### config.mk
export PLATFORM = sky130hd
export DESIGN_NAME = output_port_allocator
export DESIGN_NICKNAME = d
export VERILOG_FILES = /design/src/rtl/output_port_allocator.sv
export SDC_FILE = /design/constraint.sdc
export NUM_CORES = 1
export LEC_CHECK = 0
export CORE_ASPECT_RATIO = 1.4
export CORE_MARGIN = 1
export CORE_UTILIZATION = 45
export CTS_CLUSTER_SIZE = 25
export DETAILED_ROUTE_END_ITERATION = 10
export HOLD_SLACK_MARGIN = 0.06
export MAX_ROUTING_LAYER = met4
export PLACE_DENSITY = 0.7
export SETUP_SLACK_MARGIN = 0.2
export SLEW_MARGIN = 20
export SYNTH_ARGS = -nofsm -noshare
export SYNTH_HDL_FRONTEND = slang
export SYNTH_SLANG_ARGS = --single-unit
### constraint.sdc
create_clock -name clk -period 3.7 [get_ports clk]
set_clock_uncertainty 0.2 [all_clocks]
set_input_delay 1.11 -clock clk [delete_from_list [all_inputs] [get_ports clk]]
set_output_delay 1.11 -clock clk [all_outputs]
set_load 0.005 [all_outputs]
### src/rtl/output_port_allocator.sv
// rtl/output_port_allocator.sv - per-output-port round-robin allocator with packet hold and credit tracking
//
// Purpose:
//   Arbitrates round-robin among input units requesting this output port.
//   Holds the grant from the head flit to the tail flit.
//   Tracks downstream buffer credits and drives the crossbar select and the
//   per-flit send strobe.
//
// Ports:
//   clk, reset_n      clock, synchronous active-low reset
//   i_switch_req      per input: head flit wants this output
//   i_flit_valid      per input: flit presented this cycle
//   i_flit_tail       per input: presented flit is a tail
//   i_credit_return   downstream freed one buffer slot
//   o_grant           one-hot grant, held for the packet
//   o_sel             crossbar select (index of o_grant)
//   o_flit_send       granted flit transferred this cycle
//   o_port_busy       high while a packet owns the port
//   o_credits         current downstream credit count
//   o_credit_err      sticky credit overflow flag
//
// Optional feature (macro OUTPUT_ALLOC_STATS_EN):
//   o_pkt_count       tail sends, wrapping 16-bit counter
//   o_stall_cycles    credit-starved ACTIVE cycles, saturating 16-bit counter
module output_port_allocator #(
  parameter int NUM_OF_PORTS = 5,
  parameter int BUF_DEPTH    = 4,
  localparam int SEL_W  = (NUM_OF_PORTS > 1) ? $clog2(NUM_OF_PORTS) : 1,
  localparam int CRED_W = $clog2(BUF_DEPTH + 1)
) (
  input  logic                    clk,
  input  logic                    reset_n,
  input  logic [NUM_OF_PORTS-1:0] i_switch_req,
  input  logic [NUM_OF_PORTS-1:0] i_flit_valid,
  input  logic [NUM_OF_PORTS-1:0] i_flit_tail,
  input  logic                    i_credit_return,
  output logic [NUM_OF_PORTS-1:0] o_grant,
  output logic [SEL_W-1:0]        o_sel,
  output logic                    o_flit_send,
  output logic                    o_port_busy,
  output logic [CRED_W-1:0]       o_credits,
  output logic                    o_credit_err
`ifdef OUTPUT_ALLOC_STATS_EN
  ,
  output logic [15:0]             o_pkt_count,
  output logic [15:0]             o_stall_cycles
`endif
);

  typedef enum logic {IDLE, ACTIVE} state_t;

  state_t                  state, state_nxt;
  logic [SEL_W-1:0]        rr_ptr, rr_ptr_nxt;
  logic [NUM_OF_PORTS-1:0] grant_nxt;
  logic [SEL_W-1:0]        sel_nxt;
  logic [CRED_W-1:0]       credits_nxt;
  logic                    credit_err_nxt;
  logic                    pick_valid;
  logic [SEL_W-1:0]        pick_sel;
  logic [SEL_W:0]          scan_sum;
  logic [SEL_W-1:0]        scan_idx;
  logic                    tail_send;
  logic                    stall_cycle;

  // Round-robin search: first requester at or above rr_ptr, wrapping.
  // scan_sum is one bit wider so rr_ptr + offset cannot overflow before the wrap.
  always_comb begin
    pick_valid = 1'b0;
    pick_sel   = '0;
    scan_sum   = '0;
    scan_idx   = '0;
    for (int i = 0; i < NUM_OF_PORTS; i++) begin
      scan_sum = {1'b0, rr_ptr} + (SEL_W+1)'(i);
      if (scan_sum >= (SEL_W+1)'(NUM_OF_PORTS)) begin
        scan_sum = scan_sum - (SEL_W+1)'(NUM_OF_PORTS);
      end
      scan_idx = scan_sum[SEL_W-1:0];
      if (!pick_valid && i_switch_req[scan_idx]) begin
        pick_valid = 1'b1;
        pick_sel   = scan_idx;
      end
    end
  end

  assign o_port_busy = (state == ACTIVE);
  // A send needs a credit, so the counter can never underflow.
  assign o_flit_send = (state == ACTIVE) && i_flit_valid[o_sel] && (o_credits != '0);
  assign tail_send   = o_flit_send && i_flit_tail[o_sel];
  assign stall_cycle = (state == ACTIVE) && i_flit_valid[o_sel] && (o_credits == '0);

  always_comb begin
    state_nxt  = state;
    grant_nxt  = o_grant;
    sel_nxt    = o_sel;
    rr_ptr_nxt = rr_ptr;
    case (state)
      IDLE: begin
        if (pick_valid) begin
          state_nxt = ACTIVE;
          grant_nxt = NUM_OF_PORTS'(1) << pick_sel;
          sel_nxt   = pick_sel;
        end else begin
          grant_nxt = '0;
          sel_nxt   = '0;
        end
      end
      ACTIVE: begin
        // Requests are ignored here; only the tail send releases the port.
        if (tail_send) begin
          state_nxt  = IDLE;
          grant_nxt  = '0;
          sel_nxt    = '0;
          rr_ptr_nxt = (o_sel == SEL_W'(NUM_OF_PORTS - 1)) ? '0 : o_sel + SEL_W'(1);
        end
      end
      default: begin
        state_nxt = IDLE;
        grant_nxt = '0;
        sel_nxt   = '0;
      end
    endcase
  end

  // Send and return in the same cycle cancel out; a return at full credit
  // saturates and latches the error.
  always_comb begin
    credits_nxt    = o_credits;
    credit_err_nxt = o_credit_err;
    if (o_flit_send && !i_credit_return) begin
      credits_nxt = o_credits - CRED_W'(1);
    end else if (!o_flit_send && i_credit_return) begin
      if (o_credits == CRED_W'(BUF_DEPTH)) begin
        credit_err_nxt = 1'b1;
      end else begin
        credits_nxt = o_credits + CRED_W'(1);
      end
    end
  end

  always_ff @(posedge clk) begin
    if (!reset_n) begin
      state        <= IDLE;
      rr_ptr       <= '0;
      o_grant      <= '0;
      o_sel        <= '0;
      o_credits    <= CRED_W'(BUF_DEPTH);
      o_credit_err <= 1'b0;
    end else begin
      state        <= state_nxt;
      rr_ptr       <= rr_ptr_nxt;
      o_grant      <= grant_nxt;
      o_sel        <= sel_nxt;
      o_credits    <= credits_nxt;
      o_credit_err <= credit_err_nxt;
    end
  end

`ifdef OUTPUT_ALLOC_STATS_EN
  always_ff @(posedge clk) begin
    if (!reset_n) begin
      o_pkt_count    <= '0;
      o_stall_cycles <= '0;
    end else begin
      if (tail_send) begin
        o_pkt_count <= o_pkt_count + 16'd1;
      end
      if (stall_cycle && (o_stall_cycles != 16'hFFFF)) begin
        o_stall_cycles <= o_stall_cycles + 16'd1;
      end
    end
  end
`else
  logic unused_stats;
  assign unused_stats = stall_cycle;
`endif

endmodule

# Yosys cells after proc, flatten, opt, wreduce, memory -nomap -nowiden
# Cells that the tools add are included.
[totals]
register_bits = 16
input_bits = 18
word_cells = 98
[op_classes]
n_addsub = 12
magnitude_cmp = 11
eq_ne = 4
shifts = 1
muxes = 42
bitwise_logic = 2
reduce_logical = 20
[op_table]
columns = ["cell", "count"]
rows = [
  ["3-bit 2-to-1 mux", 16],
  ["3-bit by 4-bit < comparator with 1-bit output, second input constant", 6],
  ["1-bit binary-select mux with 3-bit select", 7],
  ["4-bit by 3-bit greater-or-equal comparator with 1-bit output, second input constant", 4],
  ["3-bit subtractor, second input constant", 5],
  ["1-bit 2-to-1 mux", 14],
  ["5-bit 2-to-1 mux", 2],
  ["5-bit one-hot mux with 2 select lines", 1],
  ["1-bit logical AND", 9],
  ["3-bit by 2-bit adder with 4-bit output, second input constant", 2],
  ["3-bit by 1-bit adder with 3-bit output, second input constant", 2],
  ["3-bit == test, second input constant", 2],
  ["1-bit logical NOT", 6],
  ["3-bit one-hot mux with 2 select lines", 1],
  ["1-bit by 3-bit << shifter with 5-bit output, first input constant", 1],
  ["3-bit by 1-bit adder with 4-bit output, second input constant", 1],
  ["3-bit by 3-bit adder with 4-bit output, second input constant", 1],
  ["2-bit AND reduction", 2],
  ["3-bit greater-or-equal comparator, second input constant", 1],
  ["3-bit AND reduction", 1],
  ["3-bit nonzero test", 1],
  ["3-bit by 1-bit subtractor with 3-bit output, second input constant", 1],
  ["2-bit by 1-bit != test with 1-bit output, second input constant", 1],
  ["2-bit != test, second input constant", 1],
  ["other kinds (3)", 4],
]

# Longest topological paths before layout
# Gate-level depths: netlist of run 1.
[logic_depth]
ltp_word = 20
mapped_depth = 14

# Worst setup path after synthesis of run 1
# No wires, ideal clock.
[synth_timing]
path_type = "register to register"
from = "register rr_ptr[1]"
to = "register o_grant[1]"
setup_time_ns = 0.101
t_arrival_ns = 3.151
slack_ns = 0.248
path_stages_with_launch = 14
synth_period_minus_slack_ns = 3.452
cell_sequence = "dfxtp_1 buf_2 inv_1 ha_1 ha_1 clkbuf_1 a21oi_2 mux2_1 o32ai_2 o21ba_2 o21bai_1 a32o_1 o21a_1 o41ai_1"
[synth_between]
elab_chain_cells = 20
[synth_lines]
columns = ["element", "line_no", "text"]
rows = [
  ["start: declaration", "53", "logic [SEL_W-1:0] rr_ptr, rr_ptr_nxt;"],
  ["start signal: assignment", "150", "rr_ptr <= rr_ptr_nxt;"],
  ["branches (longest 18 deep; another with 3-bit by 1-bit adder with 4-bit output)", "--", ""],
  ["5-bit 2-to-1 mux *", "98", "if (pick_valid) begin"],
  ["5-bit one-hot mux with 2 select lines *", "96", "case (state)"],
  ["end signal: assignment", "151", "o_grant <= grant_nxt;"],
  ["end: declaration", "37", "output logic [NUM_OF_PORTS-1:0] o_grant,"],
]
# Mark *: on every way between the ends. The select of a mux whose other input is x is not followed.
# A chain may end at the register's enable or synchronous reset.

# Final worst setup path of run 1
[layout_timing]
from = "input port i_flit_valid[3]"
to = "output port o_flit_send"
[layout_between]
elab_chain_cells = 4
[layout_lines]
columns = ["element", "line_no", "text"]
rows = [
  ["start: declaration", "34", "input logic [NUM_OF_PORTS-1:0] i_flit_valid,"],
  ["1-bit binary-select mux with 3-bit select", "--", ""],
  ["1-bit 2-to-1 mux", "--", ""],
  ["1-bit logical AND", "--", ""],
  ["1-bit logical AND", "87", "assign o_flit_send = (state == ACTIVE) && i_flit_valid[o_sel] && (o_credits != '0);"],
  ["end: declaration", "39", "output logic o_flit_send,"],
]
# Every way passes these cells. The select of a mux whose other input is x is not followed.

==> results.json, run 1 <==
{
  "clk_pin_slew_ps": 60,
  "synthSimpleGateAreaFrac_pct": 23.83,
  "setup-violations-final": 0,
  "worst_slew_pin_slew_ps": 587.6,
  "min_to": "o_grant[0]",
  "fin_tns_setup_ps": 0,
  "gp_congestion": 0.9411,
  "critPathLaunch": "i_flit_valid[3]",
  "timing.rr.start": "rr_ptr[0]",
  "core_area_um2": 4204,
  "syn_area_um2": 1958,
  "status": "complete, but fails checks",
  "r2r_slack_ps": 300,
  "syn_nets": 272,
  "whs_path_depth": 2,
  "grt_first_pass_wirelength_mm": 9.149,
  "die_w_um": 57.75,
  "cts.sinks": 16,
  "io_pins": 32,
  "row_count": 28,
  "vias": 2166,
  "cp_slowest_cell": "mux4_2",
  "path_class": "in2out",
  "design_area_um2": 2763,
  "firstDrtPassIters": 8,
  "power_density_nw_per_um2": 649.7,
  "path_delay_family": "multiplexers",
  "pwr-share-clk_pct": 8.5,
  "fin_nets": 335,
  "drc_errors": 2,
  "clockRootBuffer": "clkbuf_8",
  "ys.flop_type": "dfxtp_1",
  "finalHoldViolCount": 0,
  "p_total_mw": 1.795,
  "drv_cap": 0,
  "dpl.hpwl_mm": 4.279,
  "yosys.area.top_type": "dfxtp_1",
  "synth.yosys.seq_area_share_pct": 16.36,
  "synthToLayoutAreaGrowth_pct": 41.09,
  "hold_path_startpoint": "o_grant[0]",
  "cts_tree": "built",
  "synth_xor_area_share_pct": 1.789,
  "fillers": 376,
  "critPathMaxStageDelay_ps": 470,
  "die_h_um": 80.05,
  "instances_no_fill": 347,
  "crit_arrival_ps": 2140,
  "synth_cell_types": 70,
  "synth_compound_area_share_pct": 31.95,
  "cts_max_path_buffers": 2,
  "dieArea_um2": 4623,
  "avgViaCountPerCell": 6.242,
  "fin_util_pct": 65.71,
  "drt_wl_total_mm": 5.777,
  "grt_pass1_vias": 2039,
  "period_minus_slack_ps": 3445,
  "drv_slew": 0,
  "min_path_type": "reg2reg",
  "initial_utilization_pct": 46.58,
  "first_iter_violations": 102,
  "violations": "design-rule violations",
  "power_leakage_nw": 1.085,
  "synth.avg_cell_area_um2": 8.159,
  "p_sw_share_pct": 45.06,
  "synth_edf_count": 0,
  "grt_max_degree": 19,
  "slew_headroom_pct": 60.83,
  "path_cells": "dlygate4sd2_1 -> mux4_2 -> o21ai_2 -> inv_1 -> buf_2",
  "p_int_mw": 0.9861,
  "synth_top_family_by_area": "compound AO/OA/AOI/OAI gates",
  "insertedDiodeCount": 0,
  "antenna_found_initial": 0,
  "pre_cts_ws_ps": -386.2,
  "critPathMaxFanout": 2,
  "synth_mux_area_share_pct": 9.968,
  "yosys_warnings": 0,
  "yosys.area.top_type_share_pct": 16.36,
  "htreeDepth": 1,
  "irDropWorstVdd_mv": 0.3553,
  "synth-seq-cells": 16,
  "crit_path_end_kind": "output pin",
  "rr_worst_depth": 12,
  "critPathBufInv": 3,
  "mostFrequentLayoutCells": "buf_4 (34), nand2_1 (22), clkdlybuf4s50_1 (22)",
  "grt.total_usage_pct": 25.77,
  "p_sw_mw": 0.8088,
  "routedWlPerCell_um": 16.65,
  "drive_gt1_share_pct": 31.13,
  "synth_fa_ha_area_share_pct": 9.712,
  "cts_buffers": 3,
  "overflow": 0,
  "fin_crit_sh_pct": 93.11,
  "fin_worst_hold_slack_ps": 262.1,
  "syn_inst": 240,
  "fin_ws_ps": 254.8,
  "synth-async-reset-ratio_pct": 0,
  "grt_setup_unrepaired": "yes",
  "ant_nets": 0,
  "startpoint_type": "primary input",
  "max_freq_ghz": 0.2903,
  "postPlaceCellArea_um2": 2494,
  "final_common_cell": "buf_4",
  "netlist_top_cells_area": "dfxtp_1 (16%), ha_1 (7.7%), mux4_2 (5.8%)",
  "numPortBuffers": 31,
  "timing.rr.end": "o_grant[0]",
  "place_inst": 335,
  "comb_power_share_pct": 76.5,
  "clkLatencyLatePin_ps": 250,
  "critPathRequiredTime_ps": 2390,
  "seqPwrFrac_pct": 15.0
}
## final cells by class
class | instances | area [um2] | area share, %
timing repair buffer | 69 | 580.6 | 21.01
clock buffer | 4 | 55.05 | 1.993
sequential | 16 | 322.8 | 11.68
tap | 45 | 56.30 | 2.038
inverter | 17 | 68.82 | 2.491
multi-input combinational | 196 | 1679 | 60.78
## timing repair
| action | in CTS | in global routing |
|---|---|---|
| setup endpoints to repair | 10 | 10 |
| pin swaps | 7 | 10 |
| hold buffers | 0 | 0 |
| buffers inserted | 3 | 5 |
| resized for setup | 31 | 31 |
## registers in the layout, indices dropped and copies added, names as in the netlist
signal	count
o_grant	5
rr_ptr	3
o_credit_err	1
o_port_busy	1
o_credits	3
o_sel	3
## layer usage
layer	part of all wire (%)	GRT usage, %
met2	54	46.51
met5	0	-
met1	39	28.73
met3	3.5	0.8052
met4	3.9	13.10
## worst max-delay path by stage
stage / to / slack, ps / depth (start not counted)
after global placement: o_flit_send / -340 / 5
after detailed placement: o_grant[1] / -390 / 9
after CTS: o_grant[3] / 200 / 9
final: o_flit_send / 250 / 5
after global routing: o_grant[0] / 160 / 13
after floorplan: o_grant[1] / 250 / 13
## worst register-to-register path, cell delays in order (launching register included)
cell	delay [ps]
dfxtp_2	340
buf_6	150
ha_2	220
and3b_2	240
nor4_4	440
or3_1	180
a211oi_1	70
buf_4	170
or4b_4	510
a41oi_2	190
o21a_2	190
nor2_2	70
o41ai_1	330
## cell families (layout without fill, tap and decap cells)
kind of cell	count (synthesis)	count (layout)
AND/OR/NAND/NOR	83	83
AO/OA/AOI/OAI	82	82
buffers and inverters	28	90
flip-flops	16	16
adder cells (fa/ha/maj)	14	14
multiplexers	13	13
XOR/XNOR	4	4
## synth_stat cells, types with 5 or more instances
cell / instances
nor3_1: 5
o21a_1: 6
nor2_1: 9
nand2b_1: 5
ha_1: 12
inv_1: 16
o21ai_0: 9
a21oi_1: 9
dfxtp_1: 16
and2_1: 6
mux4_2: 5
nand3_1: 5
nor2b_1: 10
a211oi_1: 5
buf_2: 6
nand2_1: 23
mux2i_1: 6
## power groups by stage
stage | logic, mW | clock network [mW] | registers [mW]
after floorplan | 0.770 | 0 | 0.272
after global placement | 1.14 | 0 | 0.270
after detailed placement | 1.15 | 0 | 0.271
after CTS | 1.25 | 0.156 | 0.268
after global routing | 1.49 | 0.162 | 0.278
final | 1.37 | 0.153 | 0.269
(Power assumes the default switching activity.)
==> run 2, diff against run 1 <==
--- a/config.mk
+++ b/config.mk
@@ -11,7 +11,6 @@
 export CTS_CLUSTER_SIZE = 25
 export DETAILED_ROUTE_END_ITERATION = 10
 export HOLD_SLACK_MARGIN = 0.06
-export MAX_ROUTING_LAYER = met4
 export PLACE_DENSITY = 0.7
 export SETUP_SLACK_MARGIN = 0.2
 export SLEW_MARGIN = 20
==> results.json, run 2 (synthesis gave the netlist of run 1 again) <==
{
  "critPathMaxStageDelay_ps": 470,
  "die_w_um": 57.75,
  "startpoint_type": "primary input",
  "min_path_type": "reg2reg",
  "gp_congestion": 0.9248,
  "vias": 2166,
  "grt_pass1_vias": 2039,
  "p_sw_mw": 0.8090,
  "io_pins": 32,
  "path_class": "in2out",
  "critPathBufInv": 3,
  "timing.rr.end": "o_grant[0]",
  "ant_nets": 0,
  "critPathLaunch": "i_flit_valid[3]",
  "p_total_mw": 1.795,
  "htreeDepth": 1,
  "dieArea_um2": 4623,
  "pwr-share-clk_pct": 8.5,
  "status": "complete, but fails checks",
  "initial_utilization_pct": 46.58,
  "grt_max_degree": 19,
  "max_freq_ghz": 0.2903,
  "setup-violations-final": 0,
  "path_delay_family": "multiplexers",
  "period_minus_slack_ps": 3445,
  "grt_setup_unrepaired": "yes",
  "worst_slew_pin_slew_ps": 587.4,
  "crit_path_end_kind": "output pin",
  "firstDrtPassIters": 8,
  "seqPwrFrac_pct": 15.0,
  "crit_cells": 5,
  "top_register": "o_grant",
  "r2r_slack_ps": 300,
  "final_common_cell": "buf_4",
  "drv_slew": 0,
  "cp_slowest_cell": "mux4_2",
  "row_count": 28,
  "cts_tree": "built",
  "critPathRequiredTime_ps": 2390,
  "critPathMaxFanout": 2,
  "synthToLayoutAreaGrowth_pct": 41.09,
  "power_density_nw_per_um2": 649.8,
  "slew_headroom_pct": 60.84,
  "timing.rr.start": "rr_ptr[0]",
  "comb_power_share_pct": 76.4,
  "mostFrequentLayoutCells": "buf_4 (34), nand2_1 (22), clkdlybuf4s50_1 (22)",
  "p_sw_share_pct": 45.07,
  "fin_nets": 335,
  "drc_errors": 2,
  "largest_reg_flops": 5,
  "cts_max_path_buffers": 2,
  "first_iter_violations": 96,
  "clockRootBuffer": "clkbuf_8",
  "endpoint": "o_flit_send",
  "numPortBuffers": 31,
  "drv_cap": 0,
  "rr_worst_depth": 12,
  "grt.total_usage_pct": 25.10,
  "clk_pin_slew_ps": 60,
  "clkLatencyLatePin_ps": 250,
  "routedWlPerCell_um": 16.65,
  "avgViaCountPerCell": 6.242,
  "violations": "design-rule violations",
  "finalHoldViolCount": 0,
  "dpl.hpwl_mm": 4.279,
  "grt_first_pass_wirelength_mm": 9.149,
  "drive_gt1_share_pct": 31.13,
  "drt_wl_total_mm": 5.779,
  "p_int_mw": 0.9862,
  "die_h_um": 80.05,
  "fin_crit_sh_pct": 93.11,
  "irDropWorstVdd_mv": 0.3555,
  "cts.sinks": 16,
  "insertedDiodeCount": 0,
  "crit_arrival_ps": 2140,
  "core_area_um2": 4204,
  "pre_cts_ws_ps": -386.2,
  "antenna_found_initial": 0,
  "power_leakage_nw": 1.085,
  "path_cells": "dlygate4sd2_1 -> mux4_2 -> o21ai_2 -> inv_1 -> buf_2",
  "fin_tns_setup_ps": 0,
  "overflow": 0,
  "cts_buffers": 3,
  "fin_ws_ps": 254.8
}
[run 2: cell counts in the layout (fill, tap and decap cells not counted)]
No cell type changed its count.
[run 2: repair_timing]
| action | 4_1_cts | 5_1_grt |
|---|---|---|
| pin swaps | 7 | 10 |
| hold buffers | 0 | 0 |
| gates resized for setup | 31 | 31 |
| setup buffers | 3 | 5 |
| endpoints found under the setup margin | 10 | 10 |
[run 2: layer usage]
| layer | track usage (%) | wire length (um) | vias to the layer above |
|---|---|---|---|
| li1 | - | - | 1040 |
| met1 | 28.63 | 2246 | 1035 |
| met2 | 46.40 | 3091 | 72 |
| met3 | 0.9662 | 207 | 19 |
| met4 | 13.33 | 233 | 0 |
| met5 | 0 | 0 | - |
[run 2: area by class of cell]
type | count | area (um2)
Timing Repair Buffer | 69 | 580.6
Sequential cell | 16 | 322.8
Inverter | 17 | 68.82
Multi-Input combinational cell | 196 | 1679
Clock buffer | 4 | 55.05
Tap cell | 45 | 56.30
Fill cell | 376 | 1441
[run 2: through the flow]
stage	util, %	instances	instance area, um2	hold slack, ps
after floorplan	-	240	1958	244.2
final	65.71	347	2763	262.1
after global placement	59.32	335	2494	244.0
after CTS	63.04	342	2650	267.5
after detailed placement	59.32	335	2494	250.8
after global routing	65.71	347	2763	277.9
[run 2: worst min-delay path by stage]
| stage | from | end | slack, ps | depth (start not counted) |
|---|---|---|---|---|
| after floorplan | o_grant[0] | o_grant[0] | 240 | 2 |
| after global placement | o_grant[1] | o_grant[1] | 240 | 2 |
| after detailed placement | o_grant[0] | o_grant[0] | 250 | 2 |
| after CTS | o_grant[0] | o_grant[0] | 270 | 2 |
| after global routing | o_grant[1] | o_grant[1] | 280 | 2 |
| final | o_grant[0] | o_grant[0] | 260 | 2 |
[run 2: power by group through the flow]
stage / logic (mW) / clock network [mW] / registers, mW
CTS: 1.25 / 0.156 / 0.268
global route: 1.49 / 0.162 / 0.278
finish: 1.37 / 0.153 / 0.269
floorplan: 0.770 / 0 / 0.272
detailed placement: 1.15 / 0 / 0.271
global placement: 1.14 / 0 / 0.270
[run 2: worst register-to-register path: cells and delay by family (launching register included)]
| kind | cells | cell delay (ps) |
|---|---|---|
| fa+ha+maj | 1 | 220 |
| simple gates | 5 | 1440 |
| flops | 1 | 340 |
| buf+inv | 2 | 320 |
| compound gates | 4 | 780 |
==> run 3, diff against run 2 <==
--- a/config.mk
+++ b/config.mk
@@ -5,7 +5,6 @@
 export SDC_FILE = /design/constraint.sdc
 export NUM_CORES = 1
 export LEC_CHECK = 0
-export CORE_ASPECT_RATIO = 1.4
 export CORE_MARGIN = 1
 export CORE_UTILIZATION = 45
 export CTS_CLUSTER_SIZE = 25
==> results.json, run 3 (synthesis gave the netlist of run 1 again) <==
{
  "routedWlPerCell_um": 15.90,
  "numPortBuffers": 31,
  "wl_met2_mm": 2.729,
  "path_cells": "clkdlybuf4s15_1 -> buf_6 -> mux4_2 -> nand2b_4 -> o211ai_2 -> buf_4 -> buf_4 -> nand3_1 -> o22a_1 -> a32o_1 -> o21a_1 -> o41ai_2",
  "io_pins": 32,
  "grt_max_degree": 24,
  "cp_common_cell": "buf_4",
  "critPathMaxStageDelay_ps": 470,
  "status": "finished clean",
  "wl_met3_um": 187,
  "row_count": 23,
  "ant_nets": 0,
  "die_w_um": 67.97,
  "cts_buffers": 3,
  "max_freq_ghz": 0.2896,
  "ctsHoldBuffers": 0,
  "cp_slowest_cell": "mux4_2",
  "dpl.hpwl_mm": 4.114,
  "overflow": 0,
  "worst_slew_pin_slew_ps": 513.2,
  "synthToLayoutAreaGrowth_pct": 42.68,
  "hold_path_startpoint": "o_grant[2]",
  "core_area_um2": 4086,
  "drc_errors": 0,
  "fin_crit_sh_pct": 93.33,
  "crit_path_end_kind": "flip-flop",
  "cts_tree": "built",
  "drv_slew": 0,
  "gp_congestion": 1.001,
  "m1WireLength_mm": 2.737,
  "critPathMaxFanout": 5,
  "fin_util_pct": 68.37,
  "cts.sinks": 16,
  "first_iter_violations": 145,
  "clockRootBuffer": "clkbuf_8",
  "path_class": "in2reg",
  "drv_cap": 0,
  "drive_gt1_share_pct": 29.97,
  "finalHoldViolCount": 0,
  "avgViaCountPerCell": 5.885,
  "dieArea_um2": 4619,
  "fin_ws_ps": 246.9,
  "power_leakage_nw": 1.101,
  "largest_reg_flops": 5,
  "rr_worst_depth": 11,
  "top_register": "o_grant",
  "die_h_um": 67.97,
  "htreeDepth": 1,
  "firstDrtPassIters": 4,
  "insertedDiodeCount": 0,
  "crit_arrival_ps": 3410,
  "clk_pin_slew_ps": 70,
  "initial_utilization_pct": 47.92,
  "grt_pass1_vias": 2042,
  "power_density_nw_per_um2": 645.4,
  "vias": 2101,
  "mostFrequentLayoutCells": "buf_4 (40), nand2_1 (23), clkdlybuf4s50_1 (22)",
  "startpoint_type": "primary input",
  "critPathRequiredTime_ps": 3660,
  "cts_max_path_buffers": 2,
  "period_minus_slack_ps": 3453,
  "final_common_cell": "buf_4",
  "timing.rr.start": "rr_ptr[0]",
  "grt_setup_unrepaired": "no",
  "slew_headroom_pct": 65.78,
  "pre_cts_ws_ps": -340.5,
  "routed.top_layer": "met4",
  "clkLatencyLatePin_ps": 250,
  "drt_wl_total_mm": 5.675,
  "irDropWorstVdd_mv": 0.3400,
  "antenna_found_initial": 0,
  "min_path_type": "reg2reg",
  "critPathLaunch": "i_switch_req[0]",
  "fin_nets": 340,
  "setup-violations-final": 0,
  "grt.total_usage_pct": 25.78,
  "whs_path_depth": 1,
  "grt_first_pass_wirelength_mm": 9.156
}
==> run 3: changes by cell type in the layout (fill, tap and decap cells not counted), moves of 2 or more <==
cell / before / now
buf_4: 34 / 40
clkdlybuf4s15_1: 0 / 5
dlygate4sd2_1: 4 / 1
a2111oi_0: 2 / 0
a2111oi_1: 0 / 2
clkbuf_2: 4 / 2
ha_2: 3 / 1
nor3_2: 0 / 2
==> run 3: metrics by stage <==
stage	setup TNS, ps	hold WS (ps)	cell area [um2]	cells	total power [mW]
finish	0	264.9	2794	357	1.803
global route	0	284.2	2794	357	1.949
CTS	0	266.8	2668	352	1.671
detailed placement	-2831	255.8	2522	343	1.435
global placement	-2470	236.0	2522	343	1.424
floorplan	0	244.2	1958	240	1.042
==> run 3: power by group <==
group,total (mW),switching [mW],internal [mW]
logic,1.37,0.686,0.679
clock network,0.159,0.0647,0.0945
registers,0.278,0.0577,0.221
==> run 3: worst paths after layout <==
check               end  slack, ps
min reg2reg  o_grant[2]        260
max          o_grant[1]        250
min          o_grant[2]        260
max reg2reg  o_grant[1]        370
==> run 3: worst max-delay path: cells and delay by family <==
kind / cells / cell delay [ps]
multiplexers: 1 / 470
AO/OA/AOI/OAI: 5 / 990
AND/OR/NAND/NOR: 2 / 220
buffers and inverters: 4 / 600
==> run 3: what timing repair did <==
action | in CTS | in global routing
pin swaps | 8 | 11
endpoints found under the setup margin | 10 | 10
gates resized for setup | 28 | 28
buffers inserted | 5 | 5
==> run 3: cell type report <==
cell class	instances	area (um2)
Multi-Input combinational cell	196	1655
Tap cell	50	62.56
Fill cell	336	1292
Timing Repair Buffer	74	628.1
Sequential cell	16	324.1
Clock buffer	4	55.05
Inverter	17	68.82
==> run 3: routing by layer <==
metal	vias to the layer above	track usage, %
li1	1051	-
met1	1001	35.76
met2	45	42.16
met3	4	3.500
met4	0	5.469
met5	-	0
